File: config.mk
export PLATFORM = sky130hd
export DESIGN_NAME = sega_pad_scanner
export DESIGN_NICKNAME = d
export VERILOG_FILES = /design/src/rtl/sega_pad_scanner.sv
export SDC_FILE = /design/constraint.sdc
export NUM_CORES = 1
export LEC_CHECK = 0
export ABC_AREA = 1
export BUFFER_PORTS_ARGS = -buffer_cell sky130_fd_sc_hd__buf_2
export CELL_PAD_IN_SITES_DETAIL_PLACEMENT = 0
export CELL_PAD_IN_SITES_GLOBAL_PLACEMENT = 1
export CORE_MARGIN = 1
export CORE_UTILIZATION = 44
export CTS_CLUSTER_DIAMETER = 200
export CTS_CLUSTER_SIZE = 20
export DETAILED_ROUTE_END_ITERATION = 12
export HOLD_SLACK_MARGIN = 0.03
export PLACE_DENSITY = 0.79
export SKIP_LAST_GASP = 1
export SYNTH_ARGS = -nofsm -noshare
export SYNTH_HDL_FRONTEND = slang
export SYNTH_SLANG_ARGS = --single-unit
File: constraint.sdc
create_clock -name clk14 -period 1.8 [get_ports clk14]
set_input_delay 0.45 -clock clk14 [delete_from_list [all_inputs] [get_ports clk14]]
set_output_delay 0.45 -clock clk14 [all_outputs]
set_load 0.01 [all_outputs]
File: src/rtl/sega_pad_scanner.sv
// Scans one Sega Mega Drive pad through SEL: detects none/3-button/6-button and publishes a 12-bit button vector.
// Optional `SJ_DEBOUNCE_EN: commit only when two consecutive frames produce the same {type, status}.
module sega_pad_scanner #(
    parameter int PHASE_DIV   = 143,
    parameter int IDLE_PHASES = 160
) (
    input  logic        clk14,
    input  logic        reset_n,
    input  logic        scan_en,
    input  logic [5:0]  sj,
    output logic        sj_sel,
    output logic [11:0] status,
    output logic [1:0]  sj_type,
    output logic        frame_done
);

    localparam int PW = (PHASE_DIV > 1) ? $clog2(PHASE_DIV) : 1;
    localparam int IW = (IDLE_PHASES > 1) ? $clog2(IDLE_PHASES) : 1;

    typedef enum logic [3:0] {
        S_IDLE, S_P0, S_P1, S_P2, S_P3, S_P4, S_P5, S_P6, S_P7
    } state_t;

    logic [5:0]    sj_meta;
    logic [5:0]    sj_sync;
    logic [5:0]    pressed;
    logic [PW-1:0] phase_cnt;
    logic [IW-1:0] idle_cnt;
    state_t        state;
    logic          present;
    logic          six;
    logic [11:0]   shadow;
    logic          phase_end;
    logic [13:0]   cand_new;

    // Synchroniser resets to "all released" so nothing looks pressed after reset.
    always_ff @(posedge clk14 or negedge reset_n) begin
        if (!reset_n) begin
            sj_meta <= 6'h3F;
            sj_sync <= 6'h3F;
        end else begin
            sj_meta <= sj;
            sj_sync <= sj_meta;
        end
    end

    assign pressed   = ~sj_sync;
    assign phase_end = (phase_cnt == PW'(PHASE_DIV - 1));
    assign cand_new  = present ? {(six ? 2'b10 : 2'b01), shadow} : 14'h0000;

`ifdef SJ_DEBOUNCE_EN
    logic [13:0] cand;
`endif

    always_ff @(posedge clk14 or negedge reset_n) begin
        if (!reset_n) begin
            state      <= S_IDLE;
            phase_cnt  <= '0;
            idle_cnt   <= '0;
            present    <= 1'b0;
            six        <= 1'b0;
            shadow     <= '0;
            sj_sel     <= 1'b1;
            status     <= '0;
            sj_type    <= 2'b00;
            frame_done <= 1'b0;
`ifdef SJ_DEBOUNCE_EN
            cand       <= '0;
`endif
        end else begin
            frame_done <= 1'b0;
            phase_cnt  <= phase_end ? '0 : phase_cnt + PW'(1);
            // All sampling and SEL changes happen at the end of a half-phase.
            if (phase_end) begin
                case (state)
                    S_IDLE: begin
                        if (idle_cnt == IW'(IDLE_PHASES - 1)) begin
                            idle_cnt <= '0;
                            if (scan_en) begin
                                state  <= S_P0;
                                sj_sel <= 1'b0;
                            end
                        end else begin
                            idle_cnt <= idle_cnt + IW'(1);
                        end
                    end
                    S_P0: begin
                        present    <= pressed[2] & pressed[3];
                        shadow[6]  <= pressed[4];
                        shadow[7]  <= pressed[5];
                        state      <= S_P1;
                        sj_sel     <= 1'b1;
                    end
                    S_P1: begin
                        shadow[5:0] <= pressed;
                        state       <= S_P2;
                        sj_sel      <= 1'b0;
                    end
                    S_P2: begin
                        state  <= S_P3;
                        sj_sel <= 1'b1;
                    end
                    S_P3: begin
                        state  <= S_P4;
                        sj_sel <= 1'b0;
                    end
                    S_P4: begin
                        six    <= present & (&pressed[3:0]);
                        state  <= S_P5;
                        sj_sel <= 1'b1;
                    end
                    S_P5: begin
                        // Extra buttons: Mode, Z, Y, X on pins 3, 0, 1, 2.
                        shadow[11:8] <= six ? {pressed[3], pressed[0], pressed[1], pressed[2]} : 4'h0;
                        state        <= S_P6;
                        sj_sel       <= 1'b0;
                    end
                    S_P6: begin
                        state  <= S_P7;
                        sj_sel <= 1'b1;
                    end
                    S_P7: begin
                        state <= S_IDLE;
`ifdef SJ_DEBOUNCE_EN
                        cand <= cand_new;
                        if (cand_new == cand) begin
                            status     <= cand_new[11:0];
                            sj_type    <= cand_new[13:12];
                            frame_done <= 1'b1;
                        end
`else
                        status     <= cand_new[11:0];
                        sj_type    <= cand_new[13:12];
                        frame_done <= 1'b1;
`endif
                    end
                    default: begin
                        state  <= S_IDLE;
                        sj_sel <= 1'b1;
                    end
                endcase
            end
        end
    end

endmodule

==> results of run 1 <==
-- how the worst max path moves through the flow --
stage                 end    startpoint  slack (ns)  depth (start not counted)
6_report          present  phase_cnt[0]        0.16                          9
5_1_grt         shadow[6]  phase_cnt[0]        0.03                          9
4_1_cts           present  phase_cnt[0]        0.08                          9
3_5_place_dp      present  phase_cnt[0]        0.09                          9
3_3_place_gp      present  phase_cnt[0]        0.11                          9
2_1_floorplan  status[10]  phase_cnt[0]        0.33                          9
-- cells by family after synthesis --
group,count (synthesis),synth area share
flops,62,0.5804
compound gates,39,0.08105
buf+inv,39,0.06438
fa+ha+maj,3,0.01390
xor+xnor,3,0.009729
simple gates,161,0.2506
-- metrics by stage --
| step | cell area [um^2] | power, mW |
|---|---|---|
| 3_3_place_gp | 2912 | 1.494 |
| 5_1_grt | 3136 | 2.890 |
| 3_5_place_dp | 2912 | 1.497 |
| 4_1_cts | 3126 | 2.834 |
| 6_report | 3136 | 2.799 |
| 2_1_floorplan | 2701 | 1.451 |
-- flip-flops by register name, summed over array words and instances (netlist names) --
register / flops
frame_done: 1
idle_cnt: 8
phase_cnt: 8
present: 1
shadow: 12
six: 1
sj_meta: 6
sj_sel: 1
sj_sync: 6
sj_type: 2
state: 4
status: 12
-- worst max-delay path, delay by kind of cell (launching register included) --
kind | cells | cell delay, ns
AO/OA/AOI/OAI | 1 | 0.09
adder cells (fa/ha/maj) | 1 | 0.16
buffers and inverters | 3 | 0.28
flip-flops | 1 | 0.41
AND/OR/NAND/NOR | 4 | 0.57
-- cells in the final DEF (no fill, tap or decap), types with 4 or more instances in the layout --
| cell | instances |
|---|---|
| nand2_1 | 93 |
| dfrtp_1 | 49 |
| inv_1 | 31 |
| nor2_1 | 28 |
| nand3_1 | 27 |
| o21ai_0 | 25 |
| buf_2 | 24 |
| dfstp_2 | 13 |
| clkbuf_8 | 9 |
| o21ai_1 | 5 |
| o21ai_2 | 5 |
| buf_4 | 4 |
-- layer usage --
layer / track usage / vias to the layer above
met5: 0 / -
met4: 0.09107 / 0
met3: 0.04091 / 10
met2: 0.2381 / 31
met1: 0.2576 / 914
li1: - / 1044
-- what timing repair did --
item | CTS | global route
endpoints found under the setup margin | 0 | 10
buffers inserted | 0 | 0
resized for setup | 0 | 2
hold endpoints to repair | 0 | 0
hold buffers | 0 | 0
-- layout make-up --
cell class | count | share of cell area
inverters | 32 | 0.03831
clock inverters | 6 | 0.02753
clock buffers | 10 | 0.04070
well taps | 75 | 0.02993
flip-flops and latches | 62 | 0.5000
multi-input cells | 206 | 0.3093
repair buffers | 29 | 0.05427
-- where the power goes --
part	switching [mW]	internal (mW)	total (mW)
Combinational	0.0325	0.0121	0.0446
Clock	0.555	0.777	1.33
Sequential	0.00510	1.42	1.42
==> key figures, run 1 <==
Floorplan
  • Num ports: 25
  • Die footprint: 6457 um^2
  • Starting Density: 0.4563
  • Width of the die: 80.36 um
  • Core box area: 5921 um^2
  • Core Rows: 28
  • Die H: 80.36 um

Setup path
  • FF-to-FF path depth: 9
  • Worst-path maximum fanout: 7
  • Cell chain of the critical path: inv_1 -> ha_1 -> inv_1 -> nor2_1 -> nand3_2 -> inv_2 -> nand3_1 -> nand2_1 -> o21ai_0
  • WP data arrival: 1.85 ns
  • Crit Path Category: flop to flop
  • Most Frequent Cell on Critical Path: inv_1
  • Required time of the critical path: 2.01 ns
  • CP startpoint kind: flop
  • RR Startpoint: phase_cnt[0]
  • Crit-path slowest cell: dfrtp_1
  • Register-to-register setup slack: 0.16 ns
  • Worst R2R End: present
  • Slowest cell delay on critical path: 0.41 ns
  • CP Capture Type: flop

Power and ir drop
  • Maximum VDD drop: 0.0005649 V
  • LEAKAGE: 1.584 nW
  • Pwr dens: 892.8 nW/um^2

Global route
  • Global-route wire length before repair: 8349 um
  • Pin count of the biggest net entering global routing: 63
  • Gr usage total: 0.1755
  • GR Overflow Total: 0
  • Initial antenna violation count: 0
  • Vias in the first global route: 1,798

Final layout
  • ANT cells: 0
  • Synthesis-to-layout area growth: 16.07%
  • Storage cell area: 1568 um^2
  • Area of the multi-input gates: 969.7 um^2
  • Final Core Density: 0.5296
  • Ratio of cells with drive above 1 in the final layout: 0.2029
  • Fillers: 557
  • Post-layout nets: 352
  • Final Non-Filler Cells: 420

Clock tree
  • H-tree depth: 3
  • Sink Count: 62
  • Clock Pin Slew Worst Setup and Hold Paths: 0.07 ns
  • CTS tree: done
  • Clk Latency, worst-skew pair: 0.33 ns
  • CTS buffer count: 9
  • CTS root buf: clkbuf_8
  • Clock buffer depth: 2

Yosys
  • Synth Flop Type: dfrtp_1
  • Synth top area cells: dfrtp_1 (45%), nand2_1 (13%), dfstp_2 (13%)
  • Post-synth EDFFs: 0
  • Seq/Total Area, Yosys: 0.5804
  • Flops & latches, synth: 62
  • Cell taking the most area after synthesis: dfrtp_1
  • Synthesis Warnings: 0
  • Post-synth cell types: 26
  • Synth Area per Inst: 8.799 um^2
  • Count leader, synth: nand2_1
  • Synth top cells by count: nand2_1 (93), dfrtp_1 (49), inv_1 (31)
  • Synth Cell Area: 2701 um^2
  • Share of synthesized registers carrying an async set or reset: 1.000
  • Post-synth top area share: 0.4539
  • Post-synth net total: 319
  • Post-synthesis cell count: 307

Timing
  • Min Hold Slack: 0.1220 ns
  • Crit path setup slack, layout: 0.1595 ns
  • Total Neg Setup Slack: 0 ns
  • Max Clock Freq: 609.6 MHz
  • Tmin final: 1.640 ns
  • Worst clock skew: 0.005742 ns
  • Slew margin rel.: 0.6360
  • Final slew viol count: 0
  • Final Hold Viols: 0
  • Worst slew pin tran: 0.5460 ns
  • Fin crit share: 0.9114
  • RSZ-0062 raised after global routing: no
  • Final setup vio count: 0

Drt
  • WL met2: 2034 um
  • Drt via density: 4.760
  • DR pass1 iterations: 4
  • DRT iter0 DRCs: 108
  • DRT antenna net count: 0
  • Final wirelength: 4879 um
  • DRC Markers: 0
  • Met3 wire length: 143 um
  • Met1 Wirelength: 2606 um
  • Highest routing layer actually used: met4
  • Vias: 1,999
  • Avg WL per Cell: 11.62 um

Hold path
  • Class of the worst hold path: primary input to async pin

Placed design
  • IO Port Bufs: 24
  • Cells after DPL: 404
  • DP HPWL: 3305 um
  • Gp weighted congestion: 0.8156
  • Pre-CTS WS: 0.09434 ns

Status
  • Status: completed

Flow run
  • Maxcap violations: 0
(Power assumes the default switching activity.)
==> run 2, diff against run 1 <==
clock period = 1.6 ns   (was 1.8 ns; I/O delays follow)
==> run 2 against run 1 <==
Combinational power grew 33%. Sequential share of layout area decreased by 1.7 points. Global-route usage increased by 0.31 points. Power up 12%. Critical path depth unchanged. Utilization up 1.9 points. Non-clock buffer count grew 8. Clock skew is 0.0013 ns higher. Sequential cell count did not move.
==> key figures, run 2 (same netlist as run 1, synthesis figures left out) <==
Status
  • Status: completed

Hold path
  • Class of the worst hold path: primary input to flop
  • Hold Crit Start: sj[2]
  • Hold endpoint: sj_meta[2]
  • Hold Crit Depth: 1

Clock tree
  • Clock Pin Slew Worst Setup and Hold Paths: 0.07 ns
  • CTS buffer count: 9
  • CTS tree: done
  • Clock buffer depth: 2
  • Clk Latency, worst-skew pair: 0.34 ns
  • Sink Count: 62
  • CTS root buf: clkbuf_8
  • H-tree depth: 3

Power and ir drop
  • Pwr dens: 968.4 nW/um^2
  • Reg power frac: 0.509
  • Clock share of power: 0.472
  • Net Sw Frac: 0.2086
  • Gate power share: 0.019
  • LEAKAGE: 1.615 nW
  • Internal Power: 2.488 mW
  • Power, Total: 3.144 mW
  • Maximum VDD drop: 0.0006477 V
  • Sw Pwr: 0.6558 mW

Placed design
  • Dpl cell area: 2974 um^2
  • IO Port Bufs: 24
  • Gp weighted congestion: 0.8050
  • DP HPWL: 3418 um
  • Cells after DPL: 409

Global route
  • Gr usage total: 0.1786
  • Initial antenna violation count: 0
  • Pin count of the biggest net entering global routing: 33
  • Vias in the first global route: 1,895
  • GR Overflow Total: 0
  • Global-route wire length before repair: 8542 um

Final layout
  • Design area: 3247 um^2
  • Synthesis-to-layout area growth: 20.19%
  • Area of the multi-input gates: 992.2 um^2
  • Post-layout nets: 360
  • Final Core Density: 0.5484
  • Ratio of cells with drive above 1 in the final layout: 0.2351
  • ANT cells: 0
  • Leading cell types in the layout, fill and taps excluded: nand2_1 (93), dfrtp_1 (49), inv_1 (30)
  • Commonest non-fill, non-tap cell in the layout: nand2_1
  • Fillers: 561
  • Biggest regs: shadow (12), status (12)
  • Storage cell area: 1568 um^2
  • Final Non-Filler Cells: 428

Floorplan
  • Width of the die: 80.36 um
  • Num ports: 25
  • Die H: 80.36 um
  • Core Rows: 28
  • Starting Density: 0.4563
  • Core box area: 5921 um^2
  • Die footprint: 6457 um^2

Drt
  • Drt via density: 4.750
  • Avg WL per Cell: 11.51 um
  • DRT iter0 DRCs: 118
  • Vias: 2,033
  • DRC Markers: 0
  • DRT antenna net count: 0
  • Final wirelength: 4927 um
  • DR pass1 iterations: 4

Setup path
  • Worst R2R End: idle_cnt[0]
  • FF-to-FF path depth: 9
  • Crit Path Category: flop to flop
  • WP data arrival: 1.74 ns
  • Required time of the critical path: 1.86 ns
  • CP Capture Type: flop
  • RR Startpoint: phase_cnt[0]
  • Register-to-register setup slack: 0.12 ns
  • Worst-path maximum fanout: 10
  • CP startpoint kind: flop

Timing
  • Tmin final: 1.484 ns
  • Final setup vio count: 0
  • Worst clock skew: 0.007076 ns
  • Slew margin rel.: 0.6740
  • RSZ-0062 raised after global routing: yes
  • Final slew viol count: 0
  • Fin crit share: 0.9272
  • Final Hold Viols: 0
  • Max Clock Freq: 674.0 MHz
  • Total Neg Setup Slack: 0 ns
  • Worst slew pin tran: 0.4890 ns

Flow run
  • Maxcap violations: 0
==> run 2: worst max-delay path, cell delays in order, from the launching register on <==
cell	delay [ns]
dfrtp_1	0.37
inv_1	0.06
ha_1	0.17
inv_1	0.07
nor2_2	0.15
nand3_4	0.13
nor2_2	0.15
buf_4	0.18
nand3_1	0.07
o21ai_0	0.08
==> run 2: worst max-delay path by stage <==
stage	slack (ns)	startpoint	endpoint	depth (start not counted)
after floorplan	0.13	phase_cnt[0]	status[10]	9
after global placement	0.12	phase_cnt[0]	idle_cnt[7]	9
after detailed placement	0.06	phase_cnt[0]	idle_cnt[7]	9
after CTS	0.06	phase_cnt[0]	idle_cnt[0]	9
after global routing	-0.05	phase_cnt[0]	idle_cnt[4]	9
final	0.12	phase_cnt[0]	idle_cnt[0]	9
==> run 2: power groups by stage <==
stage / registers [mW] / logic, mW / clock network, mW
after floorplan: 1.63 / 0.00491 / 0
after global placement: 1.63 / 0.0594 / 0
after detailed placement: 1.63 / 0.0601 / 0
after CTS: 1.60 / 0.0624 / 1.53
after global routing: 1.60 / 0.0683 / 1.59
final: 1.60 / 0.0591 / 1.48
==> run 2: per-stage QoR <==
stage | setup slack (ns) | hold WS [ns]
2_1_floorplan | 0.1253 | 0.1044
3_3_place_gp | 0.1219 | 0.3454
3_5_place_dp | 0.06365 | 0.3468
4_1_cts | 0.05759 | 0.1361
5_1_grt | -0.05052 | 0.1287
6_report | 0.1164 | 0.1501
==> run 2: what timing repair did <==
action / in CTS / in global routing
hold buffers: 1 / 0
hold endpoints to repair: 15 / 0
resized for setup: 0 / 12
buffers inserted: 0 / 1
endpoints found under the setup margin: 0 / 27
==> run 2: per-layer routing <==
metal	vias up	wire length, um	GRT usage
met4	0	108	0.09107
met3	9	134	0.04432
met1	926	2659	0.2564
met5	-	0	0
li1	1066	-	-
met2	32	2025	0.2475
==> run 2: cell type report <==
class | count | share of cell area
multi-input combinational | 206 | 0.3056
inverter | 32 | 0.03699
timing repair buffer | 37 | 0.07977
tap | 75 | 0.02890
clock buffer | 10 | 0.03931
clock inverter | 6 | 0.02659
sequential | 62 | 0.4829
